`src/rtl/regfile_write_arbiter.sv`:
```
// Round-robin arbiter for the single register-file write port.
// Supports bounded locked bursts and keeps a saturating contention counter.
module regfile_write_arbiter #(
  parameter int N_REQ    = 4,
  parameter int ADDR_W   = 4,
  parameter int DATA_W   = 16,
  parameter int LOCK_MAX = 8
) (
  input  logic                      clk,
  input  logic                      rst_n,
  input  logic [N_REQ-1:0]          req_valid,
  input  logic [N_REQ-1:0]          req_lock,
  input  logic [N_REQ*ADDR_W-1:0]   req_addr,
  input  logic [N_REQ*DATA_W-1:0]   req_data,
  output logic [N_REQ-1:0]          req_ready,
  output logic                      WE,
  output logic [ADDR_W-1:0]         RegAdd,
  output logic [DATA_W-1:0]         WD,
  output logic [$clog2(N_REQ)-1:0]  grant_id,
  output logic [7:0]                conflict_cnt
);

  localparam int IDX_W = $clog2(N_REQ);
  localparam logic [IDX_W:0]   N_REQ_W    = (IDX_W+1)'(N_REQ);
  localparam logic [IDX_W-1:0] LAST_IDX   = IDX_W'(N_REQ - 1);
  localparam logic [7:0]       LOCK_MAX_W = 8'(LOCK_MAX);

  typedef enum logic {ARB, LOCKED} state_t;

  state_t            state_reg, state_next;
  logic [IDX_W-1:0]  ptr_reg, ptr_next;
  logic [IDX_W-1:0]  owner_reg, owner_next;
  logic [7:0]        lock_cnt_reg, lock_cnt_next;
  logic              we_reg;
  logic [ADDR_W-1:0] addr_reg;
  logic [DATA_W-1:0] data_reg;
  logic [IDX_W-1:0]  grant_reg;
  logic [7:0]        conflict_reg;

  logic [ADDR_W-1:0] addr_arr [N_REQ];
  logic [DATA_W-1:0] data_arr [N_REQ];

  generate
    for (genvar gi = 0; gi < N_REQ; gi++) begin : g_unpack
      assign addr_arr[gi] = req_addr[gi*ADDR_W +: ADDR_W];
      assign data_arr[gi] = req_data[gi*DATA_W +: DATA_W];
    end
  endgenerate

  // Rotating priority search: first valid requester at or after ptr, wrapping.
  logic             arb_found;
  logic [IDX_W-1:0] arb_idx;
  logic [IDX_W:0]   cand_sum;

  always_comb begin
    arb_found = 1'b0;
    arb_idx   = '0;
    cand_sum  = '0;
    for (int k = 0; k < N_REQ; k++) begin
      cand_sum = {1'b0, ptr_reg} + (IDX_W+1)'(k);
      if (cand_sum >= N_REQ_W) cand_sum = cand_sum - N_REQ_W;
      if (!arb_found && req_valid[cand_sum[IDX_W-1:0]]) begin
        arb_found = 1'b1;
        arb_idx   = cand_sum[IDX_W-1:0];
      end
    end
  end

  logic             xfer;
  logic [IDX_W-1:0] sel_idx;

  always_comb begin
    state_next    = state_reg;
    ptr_next      = ptr_reg;
    owner_next    = owner_reg;
    lock_cnt_next = lock_cnt_reg;
    req_ready     = '0;
    sel_idx       = owner_reg;
    xfer          = 1'b0;
    if (rst_n) begin
      if (state_reg == ARB) begin
        if (arb_found) begin
          req_ready[arb_idx] = 1'b1;
          sel_idx  = arb_idx;
          xfer     = 1'b1;
          ptr_next = (arb_idx == LAST_IDX) ? '0 : arb_idx + IDX_W'(1);
          // With LOCK_MAX of 1 the first grant already exhausts the burst.
          if (req_lock[arb_idx] && (LOCK_MAX > 1)) begin
            state_next    = LOCKED;
            owner_next    = arb_idx;
            lock_cnt_next = 8'd1;
          end
        end
      end else begin
        if (req_valid[owner_reg]) begin
          req_ready[owner_reg] = 1'b1;
          xfer          = 1'b1;
          lock_cnt_next = lock_cnt_reg + 8'd1;
          if (!req_lock[owner_reg] || (lock_cnt_next >= LOCK_MAX_W)) state_next = ARB;
        end else begin
          state_next = ARB;
        end
      end
    end
  end

  always_ff @(posedge clk) begin
    if (!rst_n) begin
      state_reg    <= ARB;
      ptr_reg      <= '0;
      owner_reg    <= '0;
      lock_cnt_reg <= '0;
      we_reg       <= 1'b0;
      addr_reg     <= '0;
      data_reg     <= '0;
      grant_reg    <= '0;
      conflict_reg <= '0;
    end else begin
      state_reg    <= state_next;
      ptr_reg      <= ptr_next;
      owner_reg    <= owner_next;
      lock_cnt_reg <= lock_cnt_next;
      we_reg       <= xfer;
      if (xfer) begin
        addr_reg  <= addr_arr[sel_idx];
        data_reg  <= data_arr[sel_idx];
        grant_reg <= sel_idx;
      end
      if (($countones(req_valid) >= 2) && (conflict_reg != 8'hFF))
        conflict_reg <= conflict_reg + 8'd1;
    end
  end

  assign WE           = we_reg;
  assign RegAdd       = addr_reg;
  assign WD           = data_reg;
  assign grant_id     = grant_reg;
  assign conflict_cnt = conflict_reg;

endmodule

```
`config.mk`:
```
export PLATFORM = sky130hd
export DESIGN_NAME = regfile_write_arbiter
export DESIGN_NICKNAME = d
export VERILOG_FILES = /design/src/rtl/regfile_write_arbiter.sv
export SDC_FILE = /design/constraint.sdc
export NUM_CORES = 1
export LEC_CHECK = 0
export ABC_AREA = 1
export ABC_CLOCK_PERIOD_IN_PS = 2900
export CAP_MARGIN = 15
export CORE_ASPECT_RATIO = 0.6
export CORE_MARGIN = 5
export CORE_UTILIZATION = 30
export DETAILED_ROUTE_END_ITERATION = 8
export HOLD_SLACK_MARGIN = 0.05
export MAX_ROUTING_LAYER = met4
export PLACE_DENSITY_LB_ADDON = 0.2
export SYNTH_ARGS = -nofsm -noshare
export SYNTH_HDL_FRONTEND = slang
export SYNTH_SLANG_ARGS = --single-unit
```
`constraint.sdc`:
```
create_clock -name clk -period 2.9 [get_ports clk]
set_clock_uncertainty 0.2 [all_clocks]
set_input_delay 0.29 -clock clk [delete_from_list [all_inputs] [get_ports clk]]
set_output_delay 0.29 -clock clk [all_outputs]
set_load 0.02 [all_outputs]
```
# == Word level (Yosys, flattened, before mapping) ==
# Cells that the tools add are included.
# Widths: inputs -> output; s select.
# totals
regBits,44
input_bits,90
output_inout_bits,35
wordCells,115
# op_classes
add_sub_neg,13
magnitude_cmp,15
n_eq_ne,3
mux,57
bitwise_logic,2
reduce_logical,16
# op_table
op,count
$bmux 16 s2,1
$mux 16,2
$mux 8,4
$mux 2,12
$mux 4,6
$mux 1,22
$lt 2x3->1 const B,6
$add 8x1->8 const B,2
$bmux 1 s2,7
$ge 3x3->1 const B,4
$bmux 4 s2,1
$ge 8x4->1 const B,1
$ne 8x8->1 const B,1
$sub 2x1->2 const B,4
$add 2x2->3 const B,2
$logic_and 1x1->1,6
$reduce_and 3->1,2
$add 1x1->2,2
$demux 1 s2,2
$ge 2x1->1 const B,2
$logic_not 1->1,4
$reduce_bool 2->1,2
$add 2x1->3 const B,1
$add 2x2->3,1
9 further kinds,9

# == Logic depth before layout (Yosys ltp) ==
# Gate-level depths: netlist (run 1).
# depth
depth_word,21
depth_mapped,17
depth_no_buf,16

# == Least setup slack after synthesis (run 1) ==
# Ideal clock, no wire load.
# synth_path
path_type,register to output
start,register ptr_reg[0]
end,output port req_ready[3]
t_arrival_ns,1.780
required_ns,2.410
slack_ns,0.630
stages_incl_launch_ff,13
path_buffers,1
path_cell_list,dfxtp_1 buf_4 nand2_2 nand3_1 nand2_2 nor2_4 nand3_2 nand3_1 nand2_2 inv_1 ha_1 inv_1 o22ai_1
# synth_between
elab_chain_len,21
word_cells_on_any_way,45
cone_classes,add/sub: 7; order compare: 6; mux: 25; reduce/logical: 7
# synth_lines
item,line,text
"start, declared",31,"logic [IDX_W-1:0] ptr_reg, ptr_next;"
"start signal, assigned",120,ptr_reg <= ptr_next;
"parallel branches: the longest is 13 deep, another holds $add 2x1->3",--,
$mux 2 (*),62,if (!arb_found && req_valid[cand_sum[IDX_W-1:0]]) begin
named net arb_idx[1],52,logic [IDX_W-1:0] arb_idx;
$lt 2x3->1 (not written as such) / $ge 2x1->1 (equally long branches),83,req_ready[arb_idx] = 1'b1;
$logic_and 1x1->1 (not written as such),83,
$mux 1 (not written as such),83,
$demux 1 s2 (*),83,
$mux 4 (*),82,if (arb_found) begin
$mux 4 (*),81,if (state_reg == ARB) begin
$mux 4 (*),80,if (rst_n) begin
"end, declared",15,"output logic [N_REQ-1:0] req_ready,"
# Mark *: on every way through the listed nets, which the timed path passes. The select of a mux whose other input is x is not followed.

# == Final worst setup path (run 1) ==
# layout_path
start,input port req_valid[3]
end,output port req_ready[3]
# layout_between
elab_chain_len,19
word_cells_on_any_way,33
cone_classes,order compare: 2; mux: 24; reduce/logical: 7
# layout_lines
item,line,text
"start, declared",11,"input logic [N_REQ-1:0] req_valid,"
$bmux 1 s2,62,
$mux 1 (not written as such),62,
$mux 1,62,
$logic_not 1->1,62,
$logic_and 1x1->1,62,
$mux 1,62,
$logic_not 1->1,62,
$logic_and 1x1->1,62,
[... 4 more ...],--,
named net arb_idx[1],52,
$lt 2x3->1 (not written as such) / $ge 2x1->1 (equally long branches),83,
$logic_and 1x1->1 (not written as such),83,
$mux 1 (not written as such),83,
$demux 1 s2 (*),83,
$mux 4 (*),82,
$mux 4 (*),81,
$mux 4 (*),80,
# The timed path passes the listed nets; every way through them passes the cells marked *. The select of a mux whose other input is x is not followed.

==> results_dict.tcl, run 1 <==
set metrics [dict create \
    synth_flop_cell "dfxtp_1" \
    clk_pin_slew_ns 0.06 \
    netlist_instances 562 \
    hold_ws_ns 0.2900 \
    io_pins 125 \
    numPlacedInstances 824 \
    yosysWarningCount 0 \
    rows 29 \
    ir_worst_vdd_mv 0.4685 \
    final-instance-count-excl-fill 832 \
    cts_sinks 44 \
    tightest_slew_ns 0.4375 \
    cp.required_ns 2.41 \
    synth-seq-cells 44 \
    startpoint "req_valid[3]" \
    seq_area_frac_synth 0.2627 \
    multiInputGateArea_um2 1942 \
    synth_nets 659 \
    synth_commonest_cells "nand2_1, nand3_1, inv_1" \
    setup_viol 0 \
    syn_area_per_cell_um2 5.967 \
    largest_reg_flops 16 \
    antenna_found_initial 0 \
    rsz0062_at_grt "no" \
    grt_pass1_wl_um 17660 \
    regArea_um2 882.1 \
    cts.htree.levels 2 \
    critPathCaptureType "output pin" \
    initialDrtViolationCount 244 \
    syn_area_um2 3353 \
    synth_edf_count 0 \
    start_util 0.3122 \
    synthTopCellsByArea "dfxtp_1, nand3_1, nand2_1" \
    r2r_start "ptr_reg[1]$_SDFFE_PN0P_" \
    cp_max_fo 4 \
    finalHoldViolations 0 \
    grt.overflow.total 0 \
    num-nets-final 789 \
    grt_max_degree 46 \
    ys_async_sr_fraction 0 \
    grt_pass1_vias 3689 \
    insertedDiodeCount 0 \
    fillers 1131 \
    clk_latency_ns 0.28 \
    synthDistinctLibCells 33 \
    fmax_ghz 0.3660 \
    slew_headroom 0.7074 \
    start_kind "input pin" \
    wirelength_um 10520 \
    synthToLayoutAreaGrowth_pct 48.81 \
    cp-endpoint "req_ready[3]" \
    yosysTopAreaCell "dfxtp_1" \
    cts_tree "yes" \
    ant_nets 0 \
    die_y_um 91.90 \
    total_power_mw 4.641 \
    avgRoutedWirePerCell_um 12.64 \
    dieArea_um2 13460 \
    rr_endpoint "RegAdd[2]$_SDFFE_PN0P_" \
    drv_cap 0 \
    post_cts_buffers 0 \
    rr_worst_depth 17 \
    drc 0 \
    final_util 0.4646 \
    p_leak_nw 2.458 \
    dp.final_hpwl_um 8066 \
    yosys.area.top_type_share 0.2627 \
    cts_root_buf "clkbuf_16" \
    yosysMostFrequentCell "nand2_1" \
    tns_ns 0 \
    crit_arrival_ns 2.24 \
    r2r_setup_slack_ns 0.31 \
    vias_per_cell 4.596 \
    fin_crit_sh 0.9422 \
    gp_congestion 0.8997 \
    outcome "completed" \
    critical_path_class "in2out" \
    drt-pass1-iter-count 5 \
    core_region_area_um2 10740 \
    finalMaxSlewViolations 0 \
    drive_gt1_frac 0.09235 \
    die_w_um 146.5 \
    clk_path_buf_depth 2 \
    hold_path_class "reg2reg" \
    cellPowerDensity_nw_per_um2 930.2 \
    cts_buffers 5 \
    vias 3824 \
    min_period_ns 2.732 \
    io_buffer_count 124 \
    grt_usage 0.1596 \
]
## how the worst min path moves through the flow
stage                                   endpoint  cells after the start  slack [ns]                          from
CTS                 lock_cnt_reg[2]$_SDFFE_PN0P_                      2        0.29  lock_cnt_reg[2]$_SDFFE_PN0P_
global placement    lock_cnt_reg[2]$_SDFFE_PN0P_                      2        0.27  lock_cnt_reg[2]$_SDFFE_PN0P_
detailed placement  lock_cnt_reg[2]$_SDFFE_PN0P_                      2        0.28  lock_cnt_reg[2]$_SDFFE_PN0P_
floorplan           conflict_cnt[3]$_SDFFE_PN0P_                      2        0.23                         rst_n
global route        lock_cnt_reg[2]$_SDFFE_PN0P_                      2        0.32  lock_cnt_reg[2]$_SDFFE_PN0P_
finish              lock_cnt_reg[2]$_SDFFE_PN0P_                      2        0.29  lock_cnt_reg[2]$_SDFFE_PN0P_
## stage by stage
| stage | cell area (um2) | worst slack [ns] |
|---|---|---|
| final | 4990 | 0.1676 |
| after global routing | 4990 | 0.006594 |
| after CTS | 5002 | 0.007132 |
| after detailed placement | 4842 | -0.2658 |
| after global placement | 4842 | -0.2144 |
| after floorplan | 3353 | 0.6305 |
## power by group
part           switching, mW  internal, mW
Combinational           1.89          1.20
Sequential             0.128         0.791
Clock                  0.232         0.405
Total                   2.25          2.40
## worst max-delay path, stage by stage
cell	delay, ns
clkdlybuf4s50_1	0.42
inv_1	0.16
nand2_2	0.07
nand3_1	0.12
nand2_2	0.10
nor2_4	0.15
nand3_2	0.10
nand3_1	0.09
nand2_2	0.06
inv_1	0.12
ha_1	0.16
inv_1	0.05
o22ai_1	0.16
clkbuf_2	0.19
## metal layers
metal | vias to the layer above | wire length, um | track usage | share of wire
met4 | 0 | 12 | 0.01956 | 0.0011
met2 | 116 | 4326 | 0.2316 | 0.41
met5 | - | 0 | - | 0
met1 | 1694 | 5476 | 0.2270 | 0.52
met3 | 2 | 701 | 0.04384 | 0.067
li1 | 2012 | - | - | -
## layout make-up
type | count | area share
inverter | 107 | 0.08049
multi-input combinational | 386 | 0.3892
tap | 139 | 0.03485
sequential | 44 | 0.1768
clock buffer | 6 | 0.02583
timing repair buffer | 148 | 0.2859
clock inverter | 2 | 0.007021
## placed cells by master (no fill, tap or decap), types with 5 or more instances in the layout
| master | n |
|---|---|
| nand2_2 | 7 |
| a21oi_1 | 16 |
| nand3b_1 | 22 |
| nand3_1 | 105 |
| buf_4 | 22 |
| clkbuf_16 | 5 |
| o21ai_0 | 13 |
| nor2_1 | 63 |
| nand2_1 | 118 |
| dfxtp_1 | 43 |
| clkdlybuf4s50_1 | 120 |
| inv_2 | 6 |
| inv_1 | 101 |
| ha_1 | 6 |
## cell families after synthesis
| kind of cell | Yosys count | share of synthesized area |
|---|---|---|
| compound gates | 40 | 0.06530 |
| xor+xnor | 5 | 0.01306 |
| fa+ha+maj | 7 | 0.02836 |
| buf+inv | 132 | 0.1590 |
| flops | 44 | 0.2627 |
| simple gates | 334 | 0.4716 |
## timing repair
action                     4_1_cts  5_1_grt
setup endpoints to repair        4        5
pin swaps                        0        0
gates resized for setup          5       14
hold buffers                     0        0
Power figures use the tool's default switching activity.
==> run 2, diff against run 1 <==
- ABC_CLOCK_PERIOD_IN_PS: 2900 -> 3100
- clock period: 2.9 -> 3.1 ns (I/O delays scaled with it)
==> run 2 against run 1 <==
Effect of this change: clock power shrank 14%; critical endpoint is now conflict_cnt[7]$_SDFFE_PN0P_; hold slack gained 0.0023 ns; clock-buffer cell count shrank 1; largest power group unchanged; cell area shrank 1.2%; non-clock buffer count shrank 9; first-iteration DRC count shrank 26%; global-route usage shrank 0.084 points; worst setup slack gained 0.15 ns.
==> results_dict.tcl, run 2 (synthesis gave the netlist of run 1 again) <==
set metrics [dict create \
    io_buffer_count 124 \
    cp_max_fo 3 \
    regArea_um2 880.8 \
    fillers 1099 \
    rows 29 \
    multiInputGateArea_um2 1939 \
    ir_worst_vdd_mv 0.4771 \
    post_cts_buffers 0 \
    fin_crit_sh 0.8985 \
    dp.final_hpwl_um 7858 \
    start_kind "input pin" \
    cp.required_ns 3.07 \
    final_util 0.4589 \
    finalHoldViolations 0 \
    start_util 0.3122 \
    cts_sinks 44 \
    initialDrtViolationCount 180 \
    critical_path_class "in2reg" \
    antenna_found_initial 0 \
    vias_per_cell 4.576 \
    crit_arrival_ns 2.76 \
    fmax_ghz 0.3590 \
    num-nets-final 780 \
    setup_ws_ns 0.3147 \
    gp_congestion 0.8716 \
    vias 3766 \
    cts_tree "yes" \
    cts_resized 1 \
    hold_ws_ns 0.2923 \
    tns_ns 0 \
    ant_nets 0 \
    critPathCaptureType "flip-flop" \
    hold_path_class "reg2reg" \
    clk_pin_slew_ns 0.07 \
    mostFrequentLayoutCell "clkdlybuf4s50_1" \
    tightest_slew_ns 0.4534 \
    dp_slack_ns -0.08116 \
    clk_path_buf_depth 2 \
    die_w_um 146.5 \
    cts_buffers 5 \
    postCtsHoldBufs 0 \
    rr_endpoint "WD[4]$_SDFFE_PN0P_" \
    final_cell_mix "clkdlybuf4s50_1, nand2_1, nand3_1, inv_1, nor2_1" \
    r2r_start "ptr_reg[0]$_SDFFE_PN0P_" \
    largest_reg_flops 16 \
    avgRoutedWirePerCell_um 12.45 \
    cts.htree.levels 2 \
    p_leak_nw 2.459 \
    startpoint "req_valid[3]" \
    drv_cap 0 \
    dieArea_um2 13460 \
    finalMaxSlewViolations 0 \
    setup_viol 0 \
    outcome "completed" \
    r2r_setup_slack_ns 0.55 \
    insertedDiodeCount 0 \
    drt-pass1-iter-count 4 \
    cp-endpoint "conflict_cnt[7]$_SDFFE_PN0P_" \
    grt_pass1_vias 3725 \
    cellPowerDensity_nw_per_um2 863.2 \
    clk_latency_ns 0.29 \
    wirelength_um 10250 \
    grt.overflow.total 0 \
    rr_worst_depth 17 \
    core_region_area_um2 10740 \
    total_power_mw 4.254 \
    grt_max_degree 46 \
    grt_pass1_wl_um 17700 \
    grt_usage 0.1587 \
    rsz0062_at_grt "no" \
    drc 0 \
    min_period_ns 2.785 \
    io_pins 125 \
    drive_gt1_frac 0.07310 \
    slew_headroom 0.6968 \
    die_y_um 91.90 \
    synthToLayoutAreaGrowth_pct 46.98 \
    cts_root_buf "clkbuf_16" \
]
[run 2: layout make-up]
class	instances	share of cell area
multi-input combinational	386	0.3935
timing repair buffer	139	0.2803
sequential	44	0.1787
inverter	107	0.08149
tap	139	0.03529
clock buffer	5	0.02539
clock inverter	3	0.005331
[run 2: worst min path at each step]
| stage | from | to | slack [ns] | cells past startpoint |
|---|---|---|---|---|
| floorplan | rst_n | conflict_cnt[3]$_SDFFE_PN0P_ | 0.25 | 2 |
| global placement | lock_cnt_reg[2]$_SDFFE_PN0P_ | lock_cnt_reg[2]$_SDFFE_PN0P_ | 0.27 | 2 |
| detailed placement | lock_cnt_reg[2]$_SDFFE_PN0P_ | lock_cnt_reg[2]$_SDFFE_PN0P_ | 0.28 | 2 |
| CTS | lock_cnt_reg[2]$_SDFFE_PN0P_ | lock_cnt_reg[2]$_SDFFE_PN0P_ | 0.29 | 2 |
| global route | lock_cnt_reg[7]$_SDFFE_PN0P_ | lock_cnt_reg[7]$_SDFFE_PN0P_ | 0.33 | 2 |
| finish | lock_cnt_reg[2]$_SDFFE_PN0P_ | lock_cnt_reg[2]$_SDFFE_PN0P_ | 0.29 | 2 |
[run 2: through the flow]
stage | instance area (um2) | cells
3_3_place_gp | 4775 | 815
5_1_grt | 4928 | 823
6_report | 4928 | 823
2_1_floorplan | 3353 | 562
4_1_cts | 4925 | 823
3_5_place_dp | 4775 | 815
[run 2: metal layers]
layer	wire length, um	track usage	up-vias
li1	-	-	1997
met4	20	0.02426	0
met2	4329	0.2355	102
met5	0	-	-
met3	629	0.04581	4
met1	5268	0.2187	1663
[run 2: critical path, stage by stage]
cell             delay, ns
clkdlybuf4s50_1       0.49
inv_1                 0.08
buf_4                 0.15
fa_1                  0.43
o21ai_0               0.30
nand2_1               0.14
nor2_1                0.14
nand3_1               0.11
or2_2                 0.31
nor2_1                0.11
and3_1                0.15
nor3_1                0.04
[run 2: power by group]
| group | leakage (nW) | internal (mW) | switching [mW] |
|---|---|---|---|
| Combinational | 2.02 | 1.10 | 1.76 |
| Clock | 0.0748 | 0.306 | 0.240 |
| Sequential | 0.363 | 0.738 | 0.112 |
==> RTL change 1: new RTL, settings of run 1 <==
Make the reset (`rst_n`) asynchronous in one clocked block.
--- a/src/rtl/regfile_write_arbiter.sv
+++ b/src/rtl/regfile_write_arbiter.sv
@@ -104,7 +104,7 @@
     end
   end
 
-  always_ff @(posedge clk) begin
+  always_ff @(posedge clk or negedge rst_n) begin
     if (!rst_n) begin
       state_reg    <= ARB;
       ptr_reg      <= '0;
Formal check against the unedited RTL: differs if rst_n is asserted again (counterexample within 4 cycles, from zero or initial values and one cycle with rst_n low); with rst_n held inactive, the same outputs for 10 cycles.
==> RTL change 1 against run 1 <==
Count of clock-buffer cells in the layout rose by 2. Synthesized area fell by 1.6%. Highest routed layer unchanged. Setup slack worse by 100 ps. Routed wire length grew 6.0%. Global-route usage up 1.1 points. Total power grew 24%. Final area increased by 2.8%. Sequential cell count unchanged.
==> RTL change 1: results (changes against run 1) <==
Worst hold path
  • Hold path startpoint: WD[7]
  • Worst Hold End: WD[7]

Critical path
  • Crit-path leading delay family: simple AND/OR/NAND/NOR gates
  • Critical path class: flip-flop to output pin
  • Slowest cell delay on critical path: 450 ps (+30 ps)
  • Reg2Reg Depth: 19 (+2)
  • Reg-to-reg slack, setup: 210 ps (-100 ps)
  • Critical Path Sink: req_ready[1]
  • Max FO, Critical Path: 8 (+4)
  • RR Endpoint: WD[3]

Place
  • DP Cell Count: 773 (-6.2%)

Global route
  • Vias in the first global route: 3,536 (-4.1%)
  • Pin count of the biggest net entering global routing: 43 (-6.5%)
  • M2 GR Usage: 24.0% (+0.80 points)
  • GRT Total Usage: 17.0% (+1.1 points)
  • Met3 global-route usage: 4.43% (+0.044 points)

Cells and area
  • Final nets: 743 (-5.8%)
  • Fill count: 1,084 (-4.2%)

Yosys
  • Xor/xnor share of the synthesized area: 3.45% (+2.1 points)
  • Yosys cell types: 36 (+9.1%)
  • Mapped Avg Cell Area: 6.76 um2 (+13%)
  • Ys async rst share: 100% (+100 points)
  • Post-synthesis adder-cell area fraction: 3.26% (+0.43 points)
  • Post-synthesis compound-gate area fraction: 2.81% (-3.7 points)
  • Synth Flop Type: dfrtp_1
  • Top cells by area, synth: dfrtp_1 33%, nand2_1 25%, nand3_1 8.5%

STA
  • Fin Hold WS: 282 ps (-7.78 ps)
  • Final min period: 2830 ps (+99.7 ps)

Detailed routing
  • Met2 routed WL: 4670 um (+8.0%)
  • First DRT Iteration DRCs: 203 (-17%)

Power and ir drop
  • Power Density: 1120 nW/um2 (+20%)
  • Peak VDD IR: 0.493 mV (+5.2%)

Status
  • Status: finished, final reports clean
==> RTL change 1: final cells by class <==
| type | count | area (um2) | area share, % |
|---|---|---|---|
| inverters | 52 | 203 | 3.95 |
| flip-flops and latches | 44 | 1100 | 21.5 |
| clock buffers | 8 | 146 | 2.86 |
| repair buffers | 166 | 1590 | 31.0 |
| multi-input cells | 376 | 1910 | 37.3 |
| well taps | 139 | 174 | 3.39 |
==> RTL change 1: worst reg2reg max path: stages (launching register included) <==
cell and delay, ps:
dfrtp_2 450, buf_12 150, nand2_1 60, nand2_1 90, nand2_1 100, nand2_2 70
nor2_4 130, buf_4 130, nand3_4 60, buf_4 150, nand2_4 60, inv_4 50
buf_4 160, nand3_2 100, nand2_4 90, inv_4 180, nor2_2 50, buf_4 160
nand2_1 70, nand3_1 70
==> RTL change 1: timing repair <==
action	4_1_cts	5_1_grt
setup endpoints to repair	4	6
resized for setup	11	15
cloned	0	1
hold endpoints to repair	44	0
hold buffers	1	0
setup buffers	0	2
pin swaps	0	3
==> RTL change 2: new RTL, flow settings as in run 1 <==
Made on the original files. Change the parameter `DATA_W` from 16 to 12.
--- a/src/rtl/regfile_write_arbiter.sv
+++ b/src/rtl/regfile_write_arbiter.sv
@@ -3,7 +3,7 @@
 module regfile_write_arbiter #(
   parameter int N_REQ    = 4,
   parameter int ADDR_W   = 4,
-  parameter int DATA_W   = 16,
+  parameter int DATA_W   = 12,
   parameter int LOCK_MAX = 8
 ) (
   input  logic                      clk,
Interface: changed (resized WD and req_data); port bits go from 125 to 105. No check against the original RTL was run, so the function may have changed too.
==> RTL change 2 against run 1 <==
Final area is 8.9% lower. Synthesized area down 7.9%. Routed wire length decreased by 8.5%. Largest power group unchanged. Setup slack improved by 4.2 ps. Sequential cell count shrank 4. Total power decreased by 6.2%. Final cell count down 5.0%. Critical path depth unchanged. Critical endpoint is now req_ready[1].
==> RTL change 2: results (changes against run 1) <==
Status
  • Status: finished, final reports clean

Detailed routing
  • Vias: 3,511 (-8.2%)
  • Wirelength, routed: 9620 um (-8.5%)
  • Via density: 4.44 (-3.3%)
  • DR pass1 iterations: 4 (-1)
  • First DRT Iteration DRCs: 174 (-29%)

Clocking
  • CTS root buf: clkbuf_16
  • Worst-Skew Late Latency: 290 ps
  • CTS Buf Count: 5 (unchanged)
  • Clk buf depth: 2 (unchanged)
  • H-tree depth: 2 (unchanged)
  • Clock transition at path regs: 60 ps (about the same)

Critical path
  • Crit path launch: req_valid[0]
  • Reg-to-reg slack, setup: 370 ps (+60 ps)
  • Reg2Reg Depth: 17 (unchanged)
  • Worst Path Arrival: 2240 ps (about the same)
  • Critical R2R Launch: ptr_reg[0]
  • RR Endpoint: WD[6]
  • Critical Path Sink: req_ready[1]
  • Slowest cell delay on critical path: 450 ps (+30 ps)
  • Max FO, Critical Path: 5 (+1)
  • Critical path's slowest cell: clkdlybuf4s50_1

Worst hold path
  • Hold Path Class: flip-flop to flip-flop

Floorplanning
  • Core box area: 9950 um2 (-7.4%)

Place
  • GP Congestion: 0.870 (-3.3%)
  • I/O Buffers: 104 (-16%)
  • DP Cell Count: 782 (-5.1%)
  • Hpwl dp: 7340 um (-9.0%)
  • Worst slack at placement: -221 ps (+44.3 ps)

Yosys
  • Mapped Avg Cell Area: 5.78 um2 (-3.1%)
  • Post-synth net total: 615 (-6.7%)
  • Yosys cell types: 30 (-9.1%)
  • Share of the yosys chip area belonging to registers: 25.9% (-0.33 points)
  • Synth Flop Type: dfxtp_1
  • Post-synth top cells: 151 x nand2_1, 115 x inv_1, 74 x nand3_1, 58 x nor2_1, 40 x dfxtp_1
  • YS warnings: 0 (unchanged)
  • Top cells by area, synth: dfxtp_1 26%, nand2_1 18%, inv_1 14%
  • Ys async rst share: 0% (unchanged)

Global route
  • Pin count of the biggest net entering global routing: 38 (-17%)
  • Global-route wire length before repair: 15,600 um (-12%)
  • Initial antenna violation count: 0 (unchanged)
  • Grt ovf: 0 (unchanged)
  • Vias in the first global route: 3,231 (-12%)
  • GRT Total Usage: 15.8% (-0.19 points)

Cells and area
  • Final nets: 735 (-6.8%)
  • Max reg flops: 12 (-4)
  • Share of cells above drive strength 1: 8.85% (-0.38 points)
  • Antenna Cells: 0 (unchanged)

Power and ir drop
  • Static leakage: 2.35 nW (-4.3%)
  • Peak VDD IR: 0.385 mV (-18%)

STA
  • Slew headroom: 74.3% (+3.5 points)
  • Final min period: 2730 ps (-4.15 ps)
[RTL change 2: metal layers]
| layer | GRT usage [%] | wire, um |
|---|---|---|
| met5 | - | 0 |
| met4 | 2.73 | 72 |
| met3 | 4.43 | 738 |
| met2 | 21.9 | 3720 |
| met1 | 22.8 | 5090 |
[RTL change 2: final cells by class]
type | instances | area, um2
Multi-Input combinational cell | 356 | 1690
Clock inverter | 2 | 35.0
Clock buffer | 6 | 129
Tap cell | 135 | 169
Inverter | 120 | 460
Sequential cell | 40 | 803
Fill cell | 1034 | 5410
Timing Repair Buffer | 131 | 1260
[RTL change 2: how the worst min path moves through the flow]
stage / cells past startpoint / slack, ps / end / startpoint
after floorplan: 2 / 270 / lock_cnt_reg[1] / lock_cnt_reg[1]
after global placement: 2 / 270 / conflict_cnt[4] / conflict_cnt[4]
after detailed placement: 2 / 280 / conflict_cnt[4] / conflict_cnt[4]
after CTS: 2 / 290 / conflict_cnt[4] / conflict_cnt[4]
after global routing: 2 / 330 / conflict_cnt[4] / conflict_cnt[4]
final: 2 / 280 / conflict_cnt[4] / conflict_cnt[4]
[RTL change 2: cell families (layout without fill, tap and decap cells)]
kind of cell | Yosys count | after routing | synth area share, %
and+or+nand+nor | 299 | 299 | 41.7
buffers and inverters | 138 | 259 | 19.4
AOI/OAI and AO/OA | 45 | 45 | 8.47
DFF | 40 | 40 | 25.9
adders and majority gates | 7 | 7 | 3.08
xor gates and xnor gates | 5 | 5 | 1.42
[RTL change 2: worst max-delay path: cells and delay by family]
family	cells	cell delay, ps
buffers and inverters	4	910
AND/OR/NAND/NOR	8	770
adder cells (fa/ha/maj)	1	190
AO/OA/AOI/OAI	1	80
[RTL change 2: what timing repair did]
item                       in CTS  in global routing
setup endpoints to repair       4                 14
setup buffers                   0                  0
pin swaps                       0                  0
resized for setup               5                 16
[RTL change 2: power by group]
part,total (W),switching [W],internal [W]
clock,0.000632,0.000227,0.000405
sequential,0.000856,0.000127,0.000729
combinational,0.00287,0.00172,0.00115
[RTL change 2: stage by stage]
| step | hold WS [ps] | area [um2] | TNS, ps |
|---|---|---|---|
| final | 284 | 4540 | 0 |
| after global routing | 328 | 4540 | 0 |
| after CTS | 290 | 4560 | 0 |
| after detailed placement | 276 | 4400 | -745 |
| after global placement | 273 | 4400 | -352 |
| after floorplan | 274 | 3090 | 0 |
